==> src/rtl/uart_tx.sv <==
// uart_tx: buffered 8N1 serial transmitter with a circular FIFO.
// Ports: Clk, Reset (sync, high), data_in/WR in; TX, busy, full, empty, ovf out.
module uart_tx #(
  parameter int unsigned BAUD_DIV = 2603,
  parameter int unsigned DEPTH    = 4
) (
  input  logic       Clk,
  input  logic       Reset,
  input  logic [7:0] data_in,
  input  logic       WR,
  output logic       TX,
  output logic       busy,
  output logic       full,
  output logic       empty,
  output logic       ovf
);

  localparam int unsigned AW = $clog2(DEPTH);
  localparam int unsigned CW = AW + 1;
  localparam logic [12:0] BAUD_LAST = 13'(BAUD_DIV - 1);

  typedef enum logic [1:0] {
    IDLE,
    START,
    DATA,
    STOP
  } state_e;

  state_e      state_q;
  logic [12:0] baud_q;
  logic [2:0]  bit_q;
  logic [7:0]  shift_q;
  logic        tx_q;

  logic [7:0]    mem_q [DEPTH];
  logic [AW-1:0] rd_q;
  logic [AW-1:0] wr_q;
  logic [CW-1:0] cnt_q;
  logic [CW-1:0] cnt_d;
  logic          ovf_q;

  logic baud_wrap;
  logic pop;
  logic push;

  assign empty     = (cnt_q == '0);
  assign full      = (cnt_q == CW'(DEPTH));
  assign baud_wrap = (baud_q == BAUD_LAST);

  // Head is consumed on leaving IDLE or at the end of a stop bit.
  assign pop  = !empty &&
                ((state_q == IDLE) ||
                 ((state_q == STOP) && baud_wrap));
  // Full is the registered state: a write at full drops even if a pop
  // frees a slot in the same cycle.
  assign push = WR && !full;

  always_comb begin
    cnt_d = cnt_q;
    unique case ({push, pop})
      2'b10:   cnt_d = cnt_q + 1'b1;
      2'b01:   cnt_d = cnt_q - 1'b1;
      default: cnt_d = cnt_q;
    endcase
  end

  always_ff @(posedge Clk) begin
    if (push) begin
      mem_q[wr_q] <= data_in;
    end
  end

  always_ff @(posedge Clk) begin
    if (Reset) begin
      rd_q  <= '0;
      wr_q  <= '0;
      cnt_q <= '0;
      ovf_q <= 1'b0;
    end else begin
      cnt_q <= cnt_d;
      if (push) begin
        wr_q <= wr_q + 1'b1;
      end
      if (pop) begin
        rd_q <= rd_q + 1'b1;
      end
      if (WR && full) begin
        ovf_q <= 1'b1;
      end
    end
  end

  // TX is registered from the current state, so the line trails the
  // state by one cycle; every bit still lasts BAUD_DIV cycles.
  always_ff @(posedge Clk) begin
    if (Reset) begin
      state_q <= IDLE;
      baud_q  <= '0;
      bit_q   <= '0;
      shift_q <= '0;
      tx_q    <= 1'b1;
    end else begin
      unique case (state_q)
        IDLE: begin
          tx_q   <= 1'b1;
          baud_q <= '0;
          if (!empty) begin
            shift_q <= mem_q[rd_q];
            state_q <= START;
          end
        end
        START: begin
          tx_q <= 1'b0;
          if (baud_wrap) begin
            baud_q  <= '0;
            bit_q   <= '0;
            state_q <= DATA;
          end else begin
            baud_q <= baud_q + 1'b1;
          end
        end
        DATA: begin
          tx_q <= shift_q[0];
          if (baud_wrap) begin
            baud_q  <= '0;
            shift_q <= shift_q >> 1;
            if (bit_q == 3'd7) begin
              state_q <= STOP;
            end else begin
              bit_q <= bit_q + 1'b1;
            end
          end else begin
            baud_q <= baud_q + 1'b1;
          end
        end
        STOP: begin
          tx_q <= 1'b1;
          if (baud_wrap) begin
            baud_q <= '0;
            if (!empty) begin
              shift_q <= mem_q[rd_q];
              state_q <= START;
            end else begin
              state_q <= IDLE;
            end
          end else begin
            baud_q <= baud_q + 1'b1;
          end
        end
        default: begin
          tx_q    <= 1'b1;
          baud_q  <= '0;
          state_q <= IDLE;
        end
      endcase
    end
  end

  assign TX   = tx_q;
  assign busy = (state_q != IDLE);
  assign ovf  = ovf_q;

endmodule

==> config.mk <==
export PLATFORM = sky130hd
export DESIGN_NAME = uart_tx
export DESIGN_NICKNAME = d
export VERILOG_FILES = /design/src/rtl/uart_tx.sv
export SDC_FILE = /design/constraint.sdc
export NUM_CORES = 1
export LEC_CHECK = 0
export CORE_ASPECT_RATIO = 1.25
export CORE_MARGIN = 3
export CORE_UTILIZATION = 45
export DETAILED_ROUTE_END_ITERATION = 6
export PLACE_DENSITY_LB_ADDON = 0.08
export SLEW_MARGIN = 10
export SYNTH_ARGS = -nofsm -noshare
export SYNTH_HDL_FRONTEND = slang
export SYNTH_SLANG_ARGS = --single-unit
==> constraint.sdc <==
create_clock -name Clk -period 5.9 [get_ports Clk]
set_clock_uncertainty 0.05 [all_clocks]
set_input_delay 1.475 -clock Clk [delete_from_list [all_inputs] [get_ports Clk]]
set_output_delay 1.475 -clock Clk [all_outputs]
set_load 0.1 [all_outputs]
==> impl_metrics.ini, run 1 <==
[clock_tree]
worstSkewPairLatency_ns = 0.33
htreeDepth = 3
cts_setup_buffers = 0
clk_path_buf_depth = 2
total_cts_buffers = 9
clkSinkCount = 69
hold_buffers = 0
clkSlewWorstSetupHoldPaths_ns = 0.09
tritoncts = yes
clock-root-buffer = clkbuf_8
ctsResizeCount = 0

[timing]
timing.final.crit_period_ns = 3.951
worst_max_slew_margin_expressed_relative_to_the_limit_pct = 35.72
final_tns_setup_ns = 0
hold_violations = 0
tightest_slew_ns = 0.9611
finalSetupViolations = 0
drv_slew = 0
unrepaired_setup_endpoints_after_global_routing = false
fmax_mhz = 253.1
final.hold.worst_slack_ns = 0.4099
final_min_period_over_clock_period_pct = 66.97

[logic_synthesis]
most_common_flop_cell_mapped_by_yosys = dfxtp_1
syn-mean-instance-area_um2 = 12.01
ys_seq_area_share_pct = 55.33
ys_warn_count = 0
syn_area_um2 = 3075
synthesis.instances = 256
synthArstFlopShare_pct = 0
ys_seq_elements = 69
synth.distinct_cells = 44
synth_fp_nets = 282
synth_edf_count = 32

[die]
fp-row-count = 33
core_um2 = 6606
chipHeight_um = 98.43
start_util_pct = 46.55
io_pins = 16
dieArea_um2 = 7868
die_w_um = 79.94

[grt]
gr-usage-all-layers_pct = 14.77
first_global_vias = 1957
grt_pass1_wl_um = 9039
globalRouteOverflowTotal = 0
largest_net_degree_at_the_start_of_global_routing = 25
number_of_antenna_violations_at_the_first_check_in_global_routing = 0

[run_status]
outcome = finished, final reports clean

[setup_path]
setup.worst_path.end_class = output pin
critical_path.startpoint_type = register
required_time_at_the_endpoint_of_the_critical_path_ns = 4.38
setup.worst_path.class = register to output pin
critPathMaxFanout = 6
worst-endpoint-arrival_ns = 2.43

[layout]
insertedDiodeCount = 0
layout.core_utilization_pct = 52.50
layout_common_cells = dfxtp_1, edfxtp_1, a21oi_1
syn2layout_area_growth_pct = 12.77
layout-drive-gt1-share_pct = 15.16
post-route-cell-area_um2 = 3468
most_frequent_standard_cell_in_the_layout_excluding_fill_and_tap_cells = dfxtp_1
total_number_of_nets_in_the_final_design = 298
n_fill_cell = 605

[drt]
drc = 0
antenna_violating_nets_post_route = 0
viasPerCell = 5.255
initialDrtViolationCount = 51
route.detailed.wl_per_inst_um = 14.23
wl_um = 5180
vias = 1913
drt_first_pass_iters = 4

[min_path]
hold_path_class = register to register

[placement]
place_hpwl_um = 3645
port_buffers = 15
gp_routability_congestion = 0.7273
total_placed_instance_area_um2 = 3287

[run]
max_cap_violations = 0

[power_and_ir_drop]
p_per_area_nw_per_um2 = 462.0
ir_drop_mv = 0.2211
total_leakage_power_nw = 1.182
finalPower_mw = 1.603
## critical path, cell delays in order (launching register included)
cell and delay (ns):
dfxtp_1 0.34, or3b_2 0.53, inv_1 0.10, clkdlybuf4s50_1 1.13
## metrics by stage
stage	std cells	worst slack, ns
floorplan	256	2.937
global placement	348	2.317
detailed placement	348	2.308
CTS	364	1.926
global route	364	1.854
finish	364	1.949
## cell type report
class / instances / area, um^2 / area share, %
flip-flops and latches: 69 / 1702 / 49.06
multi-input cells: 164 / 1277 / 36.83
clock inverters: 7 / 57.56 / 1.659
well taps: 87 / 108.9 / 3.139
inverters: 13 / 48.80 / 1.407
clock buffers: 9 / 123.9 / 3.571
repair buffers: 15 / 150.1 / 4.329
## final timing paths
kind / from / end / slack (ns) / depth (start not counted)
max reg2reg: baud_q[6] / cnt_q[2] / 3.24 / 9
max: cnt_q[0] / full / 1.95 / 3
min: bit_q[1] / bit_q[1] / 0.41 / 2
min reg2reg: bit_q[1] / bit_q[1] / 0.41 / 2
## kinds of logic (layout without fill, tap and decap cells)
family / Yosys count / in the layout / share of synthesized area [%]
buffers and inverters: 23 / 44 / 3.133
AO/OA/AOI/OAI: 45 / 45 / 8.992
flip-flops: 69 / 69 / 55.33
multiplexers: 15 / 15 / 8.137
XOR/XNOR: 13 / 13 / 3.702
AND/OR/NAND/NOR: 76 / 76 / 14.36
adder cells (fa/ha/maj): 15 / 15 / 6.347
## where the power goes
group	switching, mW	leakage [nW]	internal, mW
registers	0.0609	0.595	0.589
clock network	0.191	0.0829	0.157
logic	0.367	0.505	0.237
total	0.619	1.18	0.984
## cells in the mapped netlist, types with 3 or more instances
library cell | instances | area share [%]
clkbuf_1 | 7 | 0.85
dfxtp_1 | 37 | 24
o21ai_0 | 11 | 1.8
ha_1 | 14 | 5.7
xor2_1 | 7 | 2.0
mux2i_1 | 7 | 2.3
nand2_1 | 11 | 1.3
mux4_2 | 8 | 5.9
or3_2 | 4 | 0.98
nor2_1 | 20 | 2.4
xnor2_1 | 6 | 1.7
a31o_2 | 3 | 0.85
nand3_1 | 6 | 0.98
or3_1 | 7 | 1.4
and3_1 | 6 | 1.2
inv_1 | 13 | 1.6
edfxtp_1 | 32 | 31
a21oi_1 | 23 | 3.7
or2_2 | 3 | 0.61
## state kept, by name, indices dropped and copies added (netlist names), named ones only
name	count
ovf	1
rd_q	2
mem_q	32
bit_q	3
cnt_q	3
state_q	2
wr_q	2
baud_q	13
shift_q	8
TX	1
## per-layer routing
metal	up-vias	track usage, %	routed length, um
li1	965	-	-
met1	916	18.44	2317
met2	24	24.43	2659
met3	8	2.834	115
met4	0	7.022	87
met5	-	0	0
Power figures use the tool's default switching activity.
==> run 2, diff against run 1 <==
==> constraint.sdc (replaced) <==
create_clock -name Clk -period 3.9 [get_ports Clk]
set_clock_uncertainty 0.05 [all_clocks]
set_input_delay 0.975 -clock Clk [delete_from_list [all_inputs] [get_ports Clk]]
set_output_delay 0.975 -clock Clk [all_outputs]
set_load 0.1 [all_outputs]
==> run 2 against run 1 <==
  * First-iteration DRC count rose by 57%
  * Combinational power is 51% higher
  * Power increased by 55%
  * Count of clock-buffer cells in the layout is the same
==> impl_metrics.ini, run 2 (synthesis results as in run 1) <==
[grt]
gr-usage-all-layers_pct = 14.94
number_of_antenna_violations_at_the_first_check_in_global_routing = 0
globalRouteOverflowTotal = 0
grt_pass1_wl_um = 9101
first_global_vias = 1925
largest_net_degree_at_the_start_of_global_routing = 25

[setup_path]
required_time_at_the_endpoint_of_the_critical_path_ns = 2.87
cp_cell_sequence = clkdlybuf4s50_1
crit_path_max_incr_delay_ns = 1.13
setup.worst_path.end_class = output pin
timing.critical_path.max_delay_family = buffers and inverters
worstPathBufferInverterCount = 1
crit_path_top_delay_cell = clkdlybuf4s50_1
critPathMaxFanout = 2
setup.worst_path.class = register to output pin
timing.critical_path.depth = 1
worst-endpoint-arrival_ns = 1.80
worst_r2r_path_depth = 9
critical_path.startpoint_type = register

[layout]
instances_no_fill = 365
post-route-cell-area_um2 = 3492
largest_register_ff_count = 32
n_fill_cell = 587
biggestRegsByFlops = mem_q: 32 flops, baud_q: 13 flops, shift_q: 8 flops
insertedDiodeCount = 0
registers.top_by_ff_count = mem_q
total_number_of_nets_in_the_final_design = 299
syn2layout_area_growth_pct = 13.55
layout_common_cells = dfxtp_1, edfxtp_1, a21oi_1
most_frequent_standard_cell_in_the_layout_excluding_fill_and_tap_cells = dfxtp_1
layout-drive-gt1-share_pct = 16.55

[clock_tree]
worstSkewPairLatency_ns = 0.34
clkSlewWorstSetupHoldPaths_ns = 0.08
total_cts_buffers = 9
hold_buffers = 0
cts_setup_buffers = 0
clock-root-buffer = clkbuf_8
ctsResizeCount = 0
clk_path_buf_depth = 2
tritoncts = yes
clkSinkCount = 69
htreeDepth = 3

[timing]
finalSetupViolations = 0
tightest_slew_ns = 0.9647
unrepaired_setup_endpoints_after_global_routing = false
timing.final.crit_period_ns = 2.826
fmax_mhz = 353.9
hold_violations = 0
worst_max_slew_margin_expressed_relative_to_the_limit_pct = 35.49
final_tns_setup_ns = 0
final_min_period_over_clock_period_pct = 72.46
drv_slew = 0

[drt]
drc = 0
viasPerCell = 5.205
route.detailed.wl_per_inst_um = 14.27
initialDrtViolationCount = 80
wl_um = 5207
vias = 1900
antenna_violating_nets_post_route = 0
drt_first_pass_iters = 4

[min_path]
hold_path_class = register to register
min_path_cells = 2

[placement]
dpl.cell_count = 349
total_placed_instance_area_um2 = 3287
gp_routability_congestion = 0.7904
port_buffers = 15
place_hpwl_um = 3590

[power_and_ir_drop]
finalPower_mw = 2.489
total_leakage_power_nw = 1.209
ir_drop_mv = 0.4185
p_per_area_nw_per_um2 = 712.7

[die]
core_um2 = 6606
chipHeight_um = 98.43
fp-row-count = 33
start_util_pct = 46.55
io_pins = 16
dieArea_um2 = 7868
die_w_um = 79.94

[run_status]
outcome = finished, final reports clean

[run]
max_cap_violations = 0
[run 2: routing by layer]
layer	routed length (um)	global-route usage [%]
met1	2331	18.13
met2	2672	24.62
met3	127	3.016
met4	76	8.192
met5	0	0
[run 2: metrics by stage]
stage	worst slack [ns]	hold WS, ns	utilization, %
after floorplan	1.338	0.3758	-
after global placement	0.8904	0.3931	49.75
after detailed placement	0.8330	0.3982	49.75
after CTS	1.050	0.4091	52.86
after global routing	1.025	0.4357	52.86
final	1.074	0.4082	52.86
[run 2: where the power goes]
| part | total (mW) | switching, mW | leakage (nW) | internal [mW] |
|---|---|---|---|---|
| combinational | 0.915 | 0.562 | 0.513 | 0.354 |
| sequential | 0.979 | 0.0890 | 0.595 | 0.890 |
| clock | 0.594 | 0.291 | 0.100 | 0.303 |
| total | 2.49 | 0.942 | 1.21 | 1.55 |
[run 2: final timing paths]
check	to	slack, ns	startpoint
setup / recovery	ovf	1.07	ovf
hold / removal	bit_q[2]	0.41	bit_q[2]
setup reg to reg	cnt_q[2]	1.25	baud_q[6]
hold reg to reg	bit_q[2]	0.41	bit_q[2]
[run 2: final cells by class]
| cell class | count | area (um^2) | share of cell area [%] |
|---|---|---|---|
| Sequential cell | 69 | 1702 | 48.73 |
| Timing Repair Buffer | 16 | 150.1 | 4.300 |
| Clock buffer | 9 | 123.9 | 3.547 |
| Multi-Input combinational cell | 164 | 1277 | 36.58 |
| Inverter | 13 | 48.80 | 1.397 |
| Clock inverter | 7 | 81.33 | 2.329 |
| Tap cell | 87 | 108.9 | 3.117 |
[run 2: worst register-to-register path, delay by kind of cell (launching register included)]
kind / cells / cell delay [ns]
AO/OA/AOI/OAI: 2 / 0.41
XOR/XNOR: 1 / 0.15
adder cells (fa/ha/maj): 2 / 0.58
buffers and inverters: 1 / 0.06
flip-flops: 1 / 0.39
AND/OR/NAND/NOR: 3 / 0.95
==> run 3, diff against run 2 <==
==> constraint.sdc (replaced) <==
create_clock -name Clk -period 2.7 [get_ports Clk]
set_clock_uncertainty 0.05 [all_clocks]
set_input_delay 0.675 -clock Clk [delete_from_list [all_inputs] [get_ports Clk]]
set_output_delay 0.675 -clock Clk [all_outputs]
set_load 0.1 [all_outputs]
==> run 3 against run 2 <==
  * Utilization grew 1.6 points
  * Register-to-register slack got worse by 1.1 ns
  * Combinational power up 54%
  * Final cell count increased by 2.2%
  * Die area is the same
  * Largest cell class unchanged
  * Clock power grew 56%
  * Critical path depth is 10 higher
  * Critical endpoint is now cnt_q[2]
==> impl_metrics.ini, run 3 (synthesis results as in run 1) <==
[run_status]
outcome = finished, final reports clean

[grt]
globalRouteOverflowTotal = 0
largest_net_degree_at_the_start_of_global_routing = 24
first_global_vias = 1905
grt_pass1_wl_um = 9073
gr-usage-all-layers_pct = 15.18
number_of_antenna_violations_at_the_first_check_in_global_routing = 0

[layout]
largest_register_ff_count = 32
most_frequent_standard_cell_in_the_layout_excluding_fill_and_tap_cells = dfxtp_1
registers.top_by_ff_count = mem_q
syn2layout_area_growth_pct = 16.96
total_number_of_nets_in_the_final_design = 307
post-route-cell-area_um2 = 3597
insertedDiodeCount = 0
layout-drive-gt1-share_pct = 19.93
biggestRegsByFlops = mem_q: 32 flops, baud_q: 13 flops, shift_q: 8 flops
layout_common_cells = dfxtp_1, edfxtp_1, a21oi_1

[drt]
wl_um = 5350
drc = 0
antenna_violating_nets_post_route = 0
vias = 1923
route.detailed.wl_per_inst_um = 14.34
initialDrtViolationCount = 44
viasPerCell = 5.155
drt_first_pass_iters = 4

[power_and_ir_drop]
netSwitchingPower_mw = 1.364
power_frac_seq_pct = 37.8
clockPowerShare_pct = 24.6
ir_drop_mv = 0.4826
power_frac_comb_pct = 37.6
total_leakage_power_nw = 1.270
p_per_area_nw_per_um2 = 1044
switching_share_pct = 36.32
p_int_mw = 2.391

[timing]
hold_violations = 0
drv_slew = 0
timing.final.ws_setup_ns = 0.1732
fmax_mhz = 395.8
final_tns_setup_ns = 0
finalSetupViolations = 0
tightest_slew_ns = 0.5315
final_min_period_over_clock_period_pct = 93.59
timing.final.crit_period_ns = 2.527
final.hold.worst_slack_ns = 0.4091
unrepaired_setup_endpoints_after_global_routing = false
worst_max_slew_margin_expressed_relative_to_the_limit_pct = 64.52

[placement]
gp_routability_congestion = 0.7169
total_placed_instance_area_um2 = 3367
port_buffers = 15
pre_cts_ws_ns = 0.05142
place_hpwl_um = 3771

[die]
dieArea_um2 = 7868
die_w_um = 79.94
start_util_pct = 46.55
chipHeight_um = 98.43
fp-row-count = 33
core_um2 = 6606
io_pins = 16

[clock_tree]
tritoncts = yes
clk_path_buf_depth = 2
htreeDepth = 3
worstSkewPairLatency_ns = 0.34
clkSlewWorstSetupHoldPaths_ns = 0.08
total_cts_buffers = 9
clkSinkCount = 69
clock-root-buffer = clkbuf_8

[setup_path]
required_time_at_the_endpoint_of_the_critical_path_ns = 2.91
setup.worst_path.end_class = register
worst-endpoint-arrival_ns = 2.74
setup.worst_path.class = register to register
critical_path.startpoint_type = register
critPathMaxFanout = 5

[min_path]
hold_path_class = register to register

[run]
max_cap_violations = 0
## run 3: cell count changes in the layout (fill, tap and decap cells not counted), sizes merged
cell and change:
clkdlybuf4s50 -2, buf +10, inv -1, bufinv +1
## run 3: final timing paths
kind,from,to,slack (ns),cells past startpoint
max reg2reg,baud_q[0],cnt_q[2],0.17,11
min,bit_q[1],bit_q[1],0.41,2
min reg2reg,bit_q[1],bit_q[1],0.41,2
max,baud_q[0],cnt_q[2],0.17,11
## run 3: timing repair
item                                   CTS  global route
gates resized for setup                  0             1
endpoints found under the hold margin    0             0
setup buffers                            0             0
hold buffers                             0             0
setup endpoints to repair                0             1
## run 3: final cells by class
type	count	area, um^2
Fill cell	577	3009
Sequential cell	69	1702
Multi-Input combinational cell	164	1285
Timing Repair Buffer	24	230.2
Clock buffer	9	123.9
Tap cell	87	108.9
Clock inverter	7	98.84
Inverter	13	48.80
## run 3: power by group through the flow
stage	Combinational [mW]	Sequential [mW]	Clock [mW]
after floorplan	1.09	1.42	0
after global placement	1.40	1.44	0
after detailed placement	1.41	1.45	0
after CTS	1.42	1.42	0.945
after global routing	1.56	1.45	0.999
final	1.41	1.42	0.925
## run 3: stage by stage
stage / std cells / total power [mW] / util (%)
after detailed placement: 357 / 2.860 / 50.97
final: 373 / 3.755 / 54.45
after global placement: 357 / 2.849 / 50.97
after floorplan: 256 / 2.510 / -
after CTS: 373 / 3.790 / 54.34
after global routing: 373 / 4.009 / 54.45
## run 3: worst max-delay path, cell delays in order (launching register included)
cell and delay [ns]:
dfxtp_1 0.34, inv_1 0.06, ha_1 0.15, and4bb_2 0.31, a41oi_2 0.18, nor2_1 0.16
ha_1 0.20, inv_1 0.06, fa_1 0.37, xor2_1 0.15, or3_1 0.31, a21oi_1 0.13
## run 3: metal layers
| layer | up-vias | part of all wire [%] | track usage (%) |
|---|---|---|---|
| li1 | 980 | - | - |
| met1 | 915 | 44 | 17.68 |
| met2 | 24 | 52 | 25.89 |
| met3 | 4 | 2.4 | 3.291 |
| met4 | 0 | 1.1 | 7.802 |
| met5 | - | 0 | 0 |
